$ cat config.mk
export PLATFORM = sky130hd
export DESIGN_NAME = cci_mpf_shim_rd_credit_flat
export DESIGN_NICKNAME = d
export VERILOG_FILES = /design/src/rtl/cci_mpf_shim_rd_credit_if.sv /design/src/rtl/cci_mpf_shim_rd_credit.sv /design/src/flat_wrapper.sv
export SDC_FILE = /design/constraint.sdc
export NUM_CORES = 1
export LEC_CHECK = 0
export ABC_AREA = 1
export BUFFER_PORTS_ARGS = -buffer_cell sky130_fd_sc_hd__buf_2
export CAP_MARGIN = 20
export CORE_ASPECT_RATIO = 0.8
export CORE_MARGIN = 2
export CORE_UTILIZATION = 35
export DETAILED_ROUTE_END_ITERATION = 12
export GPL_ROUTABILITY_DRIVEN = 0
export GPL_TIMING_DRIVEN = 0
export SETUP_SLACK_MARGIN = 0.1
export SYNTH_ARGS = -nofsm -noshare
export SYNTH_HDL_FRONTEND = slang
export SYNTH_SLANG_ARGS = --single-unit
$ cat constraint.sdc
create_clock -name clk -period 6.3 [get_ports clk]
set_clock_uncertainty 0.2 [all_clocks]
set_input_delay 0.945 -clock clk [delete_from_list [all_inputs] [get_ports clk]]
set_output_delay 0.945 -clock clk [all_outputs]
set_load 0.03 [all_outputs]
$ cat src/rtl/cci_mpf_shim_rd_credit_if.sv
// Request channel between an AFU-side producer and a MUX-side consumer:
// valid/header/length flow downstream, almost-full flows back upstream.
interface cci_mpf_shim_rd_credit_if #(
    parameter int HDR_WIDTH = 96
);
    logic                 c0_valid;
    logic [HDR_WIDTH-1:0] c0_hdr;
    logic [1:0]           c0_cl_len;
    logic                 c0_alm_full;

    modport master (
        output c0_valid,
        output c0_hdr,
        output c0_cl_len,
        input  c0_alm_full
    );

    modport slave (
        input  c0_valid,
        input  c0_hdr,
        input  c0_cl_len,
        output c0_alm_full
    );
endinterface

$ cat src/rtl/cci_mpf_shim_rd_credit.sv
// Per-port read-line credit throttle: skid FIFO in front of a credit-gated output register.
// Optional stall statistics are enabled with the CCI_MPF_RD_CREDIT_STATS_EN macro.
module cci_mpf_shim_rd_credit #(
    parameter int MAX_LINES          = 64,
    parameter int HDR_WIDTH          = 96,
    parameter int SKID_DEPTH         = 8,
    parameter int ALM_FULL_THRESHOLD = 4
) (
    input  logic                           clk,
    input  logic                           reset,
    cci_mpf_shim_rd_credit_if.slave        afu,
    cci_mpf_shim_rd_credit_if.master       mux,
    input  logic                           rsp_valid,
    input  logic                           rsp_is_rd_line,
    output logic [$clog2(MAX_LINES+1)-1:0] credits_avail,
    output logic [31:0]                    stat_stall_cycles
);
    localparam int PTR_W  = $clog2(SKID_DEPTH);
    localparam int CNT_W  = PTR_W + 1;
    localparam int CRED_W = $clog2(MAX_LINES + 1);

    logic [HDR_WIDTH+1:0] fifo_mem_q [SKID_DEPTH];
    logic [PTR_W-1:0]     wr_ptr_q, wr_ptr_d;
    logic [PTR_W-1:0]     rd_ptr_q, rd_ptr_d;
    logic [CNT_W-1:0]     count_q, count_d;
    logic [CRED_W-1:0]    credits_q, credits_d;
    logic                 alm_full_q, alm_full_d;
    logic                 mux_valid_q, mux_valid_d;
    logic [HDR_WIDTH-1:0] mux_hdr_q, mux_hdr_d;
    logic [1:0]           mux_len_q, mux_len_d;

    logic                 fifo_empty, fifo_full;
    logic                 push, fwd, rsp_ret;
    logic [HDR_WIDTH-1:0] head_hdr;
    logic [1:0]           head_len;
    logic [CRED_W:0]      credits_eff, need_lines, credits_net;

    assign fifo_empty = (count_q == '0);
    assign fifo_full  = (count_q == CNT_W'(SKID_DEPTH));
    assign push       = afu.c0_valid && !fifo_full;
    assign rsp_ret    = rsp_valid && rsp_is_rd_line;
    assign head_hdr   = fifo_mem_q[rd_ptr_q][HDR_WIDTH+1:2];
    assign head_len   = fifo_mem_q[rd_ptr_q][1:0];

    // A line returned this cycle is already spendable, so the check uses the post-return count.
    always_comb begin
        credits_eff = {1'b0, credits_q} + (CRED_W+1)'(rsp_ret);
        if (credits_eff > (CRED_W+1)'(MAX_LINES)) begin
            credits_eff = (CRED_W+1)'(MAX_LINES);
        end
        need_lines  = (CRED_W+1)'(head_len) + (CRED_W+1)'(1);
        fwd         = !fifo_empty && !mux.c0_alm_full && (credits_eff >= need_lines);
        credits_net = fwd ? (credits_eff - need_lines) : credits_eff;
    end

    always_comb begin
        wr_ptr_d    = push ? wr_ptr_q + PTR_W'(1) : wr_ptr_q;
        rd_ptr_d    = fwd ? rd_ptr_q + PTR_W'(1) : rd_ptr_q;
        count_d     = count_q + CNT_W'(push) - CNT_W'(fwd);
        alm_full_d  = (count_d >= CNT_W'(SKID_DEPTH - ALM_FULL_THRESHOLD));
        credits_d   = credits_net[CRED_W-1:0];
        mux_valid_d = fwd;
        mux_hdr_d   = head_hdr;
        mux_len_d   = head_len;
    end

    always_ff @(posedge clk) begin
        if (push) begin
            fifo_mem_q[wr_ptr_q] <= {afu.c0_hdr, afu.c0_cl_len};
        end
    end

    always_ff @(posedge clk) begin
        if (reset) begin
            wr_ptr_q    <= '0;
            rd_ptr_q    <= '0;
            count_q     <= '0;
            credits_q   <= CRED_W'(MAX_LINES);
            alm_full_q  <= 1'b0;
            mux_valid_q <= 1'b0;
            mux_hdr_q   <= '0;
            mux_len_q   <= '0;
        end else begin
            wr_ptr_q    <= wr_ptr_d;
            rd_ptr_q    <= rd_ptr_d;
            count_q     <= count_d;
            credits_q   <= credits_d;
            alm_full_q  <= alm_full_d;
            mux_valid_q <= mux_valid_d;
            mux_hdr_q   <= mux_hdr_d;
            mux_len_q   <= mux_len_d;
        end
    end

    assign afu.c0_alm_full = alm_full_q;
    assign mux.c0_valid    = mux_valid_q;
    assign mux.c0_hdr      = mux_hdr_q;
    assign mux.c0_cl_len   = mux_len_q;
    assign credits_avail   = credits_q;

`ifdef CCI_MPF_RD_CREDIT_STATS_EN
    logic        stall;
    logic [31:0] stall_cnt_q, stall_cnt_d;

    // Counts only credit starvation; MUX backpressure is not this shim's doing.
    always_comb begin
        stall       = !fifo_empty && !mux.c0_alm_full && !fwd;
        stall_cnt_d = stall_cnt_q;
        if (stall && (stall_cnt_q != '1)) begin
            stall_cnt_d = stall_cnt_q + 32'd1;
        end
    end

    always_ff @(posedge clk) begin
        if (reset) begin
            stall_cnt_q <= '0;
        end else begin
            stall_cnt_q <= stall_cnt_d;
        end
    end

    assign stat_stall_cycles = stall_cnt_q;
`else
    assign stat_stall_cycles = '0;
`endif

`ifndef SYNTHESIS
    always @(posedge clk) begin
        if (!reset) begin
            assert (!(afu.c0_valid && fifo_full))
                else $fatal(1, "cci_mpf_shim_rd_credit: enqueue while skid FIFO full");
            assert (!(rsp_ret && (credits_q == CRED_W'(MAX_LINES))))
                else $fatal(1, "cci_mpf_shim_rd_credit: credit return with no lines outstanding");
        end
    end
`endif
endmodule

$ cat src/flat_wrapper.sv
// flat-port wrapper written by rule: the top's interface ports become plain ports
module cci_mpf_shim_rd_credit_flat 
#(
    parameter int MAX_LINES          = 64,
    parameter int HDR_WIDTH          = 96,
    parameter int SKID_DEPTH         = 8,
    parameter int ALM_FULL_THRESHOLD = 4
)
  (clk, reset, rsp_valid, rsp_is_rd_line, credits_avail, stat_stall_cycles, afu_c0_valid, afu_c0_hdr, afu_c0_cl_len, afu_c0_alm_full, mux_c0_valid, mux_c0_hdr, mux_c0_cl_len, mux_c0_alm_full);
  cci_mpf_shim_rd_credit_if #(.HDR_WIDTH(HDR_WIDTH)) afu_i ();
  cci_mpf_shim_rd_credit_if #(.HDR_WIDTH(HDR_WIDTH)) mux_i ();
  input  logic clk;
  input  logic reset;
  input  logic rsp_valid;
  input  logic rsp_is_rd_line;
  output logic [$clog2(MAX_LINES+1)-1:0] credits_avail;
  output logic [31:0] stat_stall_cycles;
  input wire logic [$bits(afu_i.c0_valid)-1:0] afu_c0_valid;
  input wire logic [$bits(afu_i.c0_hdr)-1:0] afu_c0_hdr;
  input wire logic [$bits(afu_i.c0_cl_len)-1:0] afu_c0_cl_len;
  output wire logic [$bits(afu_i.c0_alm_full)-1:0] afu_c0_alm_full;
  output wire logic [$bits(mux_i.c0_valid)-1:0] mux_c0_valid;
  output wire logic [$bits(mux_i.c0_hdr)-1:0] mux_c0_hdr;
  output wire logic [$bits(mux_i.c0_cl_len)-1:0] mux_c0_cl_len;
  input wire logic [$bits(mux_i.c0_alm_full)-1:0] mux_c0_alm_full;
  assign afu_i.c0_valid = afu_c0_valid;
  assign afu_i.c0_hdr = afu_c0_hdr;
  assign afu_i.c0_cl_len = afu_c0_cl_len;
  assign afu_c0_alm_full = afu_i.c0_alm_full;
  assign mux_c0_valid = mux_i.c0_valid;
  assign mux_c0_hdr = mux_i.c0_hdr;
  assign mux_c0_cl_len = mux_i.c0_cl_len;
  assign mux_i.c0_alm_full = mux_c0_alm_full;
  cci_mpf_shim_rd_credit #(.MAX_LINES(MAX_LINES), .HDR_WIDTH(HDR_WIDTH), .SKID_DEPTH(SKID_DEPTH), .ALM_FULL_THRESHOLD(ALM_FULL_THRESHOLD)) u_core (.clk(clk), .reset(reset), .afu(afu_i), .mux(mux_i), .rsp_valid(rsp_valid), .rsp_is_rd_line(rsp_is_rd_line), .credits_avail(credits_avail), .stat_stall_cycles(stat_stall_cycles));
endmodule
Word level (Yosys, flattened, before mapping)
Memories as Yosys holds them, arrays and structs flattened. A register that Yosys moved wholly into a read port is not among the register bits. Index checks and enable logic that the tools add are counted.

Register bits: 117. Bits in latches: 0. Bits in writable memories: 784. ROM bits: 0. Output and inout bits: 139. Logic and storage cells: 34. Memories: 1.

Add/sub/neg operators: 7. Multiply operators: 0. Divide/modulo/power cells: 0. Order comparisons: 3. Eq/ne operators: 1. Shifts and indexed selects: 0. Multiplexer cells: 6. Bitwise logic cells: 0. Reductions and logical operators: 8.

Memories: u_core.fifo_mem_q (depth 8, bits a word 98, read ports 1, clocked after Yosys merged registers in 1, wr ports 1, line cci_mpf_shim_rd_credit.sv:22) `logic [HDR_WIDTH+1:0] fifo_mem_q [SKID_DEPTH];`.

Operators with widths (count): $add 7x1->8 (1); $ge 8x3->1 (1); $gt 8x7->1 const B (1); $mux 8 (1); $mux 7 (1); $sub 7x7->7 (1); $add 3x1->3 const B (2); $mux 3 (2); $add 4x1->4 (1); $eq 4x4->1 const B (1); $ge 4x3->1 const B (1); $logic_and 1x1->1 (4); $logic_not 4->1 (1); $sub 4x1->4 (1); $add 2x1->3 const B (1); $logic_not 1->1 (3); $mux 1 (2).

Logic depth before layout (Yosys ltp)
Depth after elaboration: 8. Gate-level depth with buffers: 30. Depth with buffers taken out: 29.

Least setup slack after synthesis
Ideal clock, no wire load.

Kind: input-to-reg. Start: input afu_c0_valid. End: memory u_core.fifo_mem_q[1][0] (netlist bit), enable pin. Setup time: 555 ps. Arrival time: 5587 ps. Required time: 5545 ps. Path slack: -42 ps. Stages: 6. Buffers on the path: 1. Cell sequence: and2_1 -> clkbuf_1 -> inv_1 -> nor2_1 -> inv_1 -> nor2_1.

Cells in the longest elaborated chain, start to end: 3.

Ends and longest elaborated chain: start, declared (line flat_wrapper.sv:18) `input wire logic [$bits(afu_i.c0_valid)-1:0] afu_c0_valid;`; $logic_and 1x1->1 (line cci_mpf_shim_rd_credit.sv:40) `assign push = afu.c0_valid && !fifo_full;`; via u_core.push (line cci_mpf_shim_rd_credit.sv:33) `logic push, fwd, rsp_ret;`; $mux 1 (line cci_mpf_shim_rd_credit.sv:68) `if (push) begin`; $mux 1 (not written as such) (line cci_mpf_shim_rd_credit.sv:69) `fifo_mem_q[wr_ptr_q] <= {afu.c0_hdr, afu.c0_cl_len};`; end, declared (line cci_mpf_shim_rd_credit.sv:22).

The timed path passes the listed nets, and every way through them passes these cells.

==> out/metrics.yaml <==
vdd_drop_max_v: 0.000230
finalHoldViolCount: 0
p_per_area_mw_per_mm2: 437
fin_ws_ns: 0.673
numCtsBuffers: 94
tightest_slew_ns: 1.18
multi_input_area_sq_mm: 0.00693
crit_family: "buffers and inverters"
die_w_um: 351
area_delta_synth_final_pct: 19.8
slew_viol_final: 0
wl_per_cell_um: 20.9
grt_pass1_wl_um: 131000
clk_latency_ns: 0.64
ioPinCount: 243
core_area_sq_mm: 0.0953
post-route-util_pct: 42.4
worstSetupStartpointType: "register"
first_iter_violations: 2194
drv_cap: 0
grt_setup_unrepaired: "no"
track_usage_pct: 17.9
fillers: 8804
design_area_sq_mm: 0.0404
regArea_sq_mm: 0.0259
finalNetCount: 3046
fmax_ghz: 0.178
rows: 101
synth-seq-cells: 904
dr.pass1.iters: 5
grt_pass1_vias: 20300
crit_arrival_ns: 5.92
cts_root_buf: "clkbuf_16"
path_cells: "inv_2, buf_2, buf_2, clkbuf_1, o21ai_0, o22ai_1, nand2_1, nand2_1, ha_1, fa_1, o21bai_1, nor2_2, nand3_2, nand2_4, inv_4, buf_12, ha_1, inv_1, ha_1, inv_1, fa_1, xor2_1, a21oi_1"
fin_tns_setup_ns: 0
ctsHtreeMaxLevel: 3
min_path_type: "register to register"
max_stage_delay_ns: 0.52
status: "finished, final reports clean"
ys.warnings.count: 0
clockBufferDepth: 3
dp_hpwl_um: 58000
drive_gt1_share_pct: 15.7
overflow: 0
die-area_sq_mm: 0.0989
p_leak_nw: 14.0
synthDistinctLibCells: 35
antenna_found_initial: 16
cts.sinks: 904
critical_path_class: "register to register"
setup_viol: 0
crit_path_max_fanout: 10
cpMostUsedCell: "ha_1"
portBuffers: 210
cp-end-kind: "register"
crit_required_ns: 6.60
via_per_inst: 4.95
routed-via-count: 21300
start_util_pct: 35.4
period_needed_ns: 5.63
dp_slack_ns: 0.603
ys_seq_area_share_pct: 76.9
cts_tree: "built"
die_y_um: 282
min_period_over_period_pct: 89.3
synthesis.area_sq_mm: 0.0337
worst-path-buf-inv: 8
post_cts_buffers: 0
clkTransAtPathRegs_ns: 0.06
postSynthCellCount: 2557
dpl_cell_area_sq_mm: 0.0372
drc: 0
grt_start_max_net_pins: 32
slowest_stage: "buf_2"
wirelength_um: 89600
cts_resized: 0
postRouteAntennaNets: 0
relSlewSlack_pct: 21.5
holdBufCountCts: 0
ff2ff_setup_slack_ns: 0.67
syn_area_per_cell_sq_um: 13.2
[state kept, by name, indices dropped and copies added (netlist names), named ones only]
signal	count
u_core.mux.c0_cl_len	2
u_core.afu.c0_alm_full	1
u_core.wr_ptr_q	3
u_core.credits_avail	7
u_core.count_q	4
u_core.fifo_mem_q	784
u_core.mux.c0_valid	1
u_core.mux.c0_hdr	96
u_core.rd_ptr_q	3
[routing by layer]
| metal | global-route usage (%) | wire, um | up-vias |
|---|---|---|---|
| li1 | - | - | 10000 |
| met1 | 25.7 | 40200 | 10300 |
| met2 | 27.3 | 39700 | 800 |
| met3 | 4.30 | 7760 | 139 |
| met4 | 4.27 | 1830 | 14 |
| met5 | 0 | 81 | - |
[cell usage in the layout, fill, tap and decap left out, drive strengths merged, types with 4 or more instances in the layout]
master | synthesis | final
dfxtp | 120 | 120
ha | 14 | 14
bufinv | 0 | 10
nand3 | 11 | 11
o21ai | 501 | 501
nand2 | 45 | 45
o22ai | 100 | 100
clkbuf | 130 | 264
nor2 | 620 | 620
conb | 1 | 32
edfxtp | 784 | 784
inv | 40 | 41
a31oi | 97 | 97
a21oi | 13 | 13
buf | 66 | 308
clkinv | 0 | 24
xor2 | 4 | 4
[power by group]
part	internal, mW	leakage (nW)	switching [mW]
sequential	7.10	8.11	0.193
combinational	1.31	4.30	3.37
clock	3.40	1.55	2.29
[worst paths after layout]
kind,start,to,cells past startpoint
setup / recovery,register,u_core.afu.c0_alm_full,23
hold / removal,u_core.rd_ptr_q[0],u_core.rd_ptr_q[0],1
setup reg to reg,register,u_core.afu.c0_alm_full,23
hold reg to reg,u_core.rd_ptr_q[0],u_core.rd_ptr_q[0],1
[synth_stat cells]
master / number / share of area, %
edfxtp_1: 784 / 70
nor2_1: 617 / 6.9
o21ai_0: 486 / 7.2
clkbuf_1: 130 / 1.4
dfxtp_1: 120 / 7.1
o22ai_1: 100 / 1.9
a31oi_1: 97 / 1.8
nand2_1: 40 / 0.44
inv_1: 38 / 0.42
buf_4: 32 / 0.71
buf_2: 23 / 0.34
ha_1: 14 / 0.52
o21ai_1: 13 / 0.19
buf_1: 10 / 0.11
a21oi_1: 9 / 0.13
nand3_1: 8 / 0.12
a21oi_2: 4 / 0.10
nand2_2: 4 / 0.074
xor2_1: 4 / 0.10
nand4_1: 3 / 0.056
o21bai_1: 3 / 0.067
fa_1: 2 / 0.12
nand3_2: 2 / 0.059
nor2_2: 2 / 0.037
o21ai_2: 2 / 0.052
and2_1: 1 / 0.019
buf_12: 1 / 0.059
conb_1: 1 / 0.011
inv_2: 1 / 0.011
inv_4: 1 / 0.019
nand2_4: 1 / 0.033
nand3_4: 1 / 0.052
nor2_4: 1 / 0.033
nor3_2: 1 / 0.030
xnor2_1: 1 / 0.026
[per-stage QoR]
| step | total power [mW] | std cells | hold WS (ns) |
|---|---|---|---|
| after detailed placement | 12.1 | 4116 | 0.267 |
| final | 17.7 | 4292 | 0.285 |
| after global routing | 18.6 | 4290 | 0.293 |
| after floorplan | 10.4 | 2588 | 0.248 |
| after global placement | 12.1 | 4085 | 0.263 |
| after CTS | 17.8 | 4288 | 0.288 |
[cells by family after synthesis]
kind of cell | after synthesis | synth area share, %
DFF | 904 | 76.9
AOI/OAI and AO/OA | 714 | 11.4
adders and majority gates | 16 | 0.638
xor gates and xnor gates | 5 | 0.130
other | 1 | 0.0111
buffers and inverters | 236 | 3.12
and+or+nand+nor | 681 | 7.82
[cell type report]
cell class	count	area share, %
Antenna cell	3	0.0186
Buffer	196	2.23
Clock buffer	134	6.70
Clock inverter	38	1.12
Inverter	40	0.378
Multi-Input combinational cell	1448	17.1
Sequential cell	904	64.2
Tap cell	1287	3.98
Timing Repair Buffer	242	4.24
(Power assumes the default switching activity.)
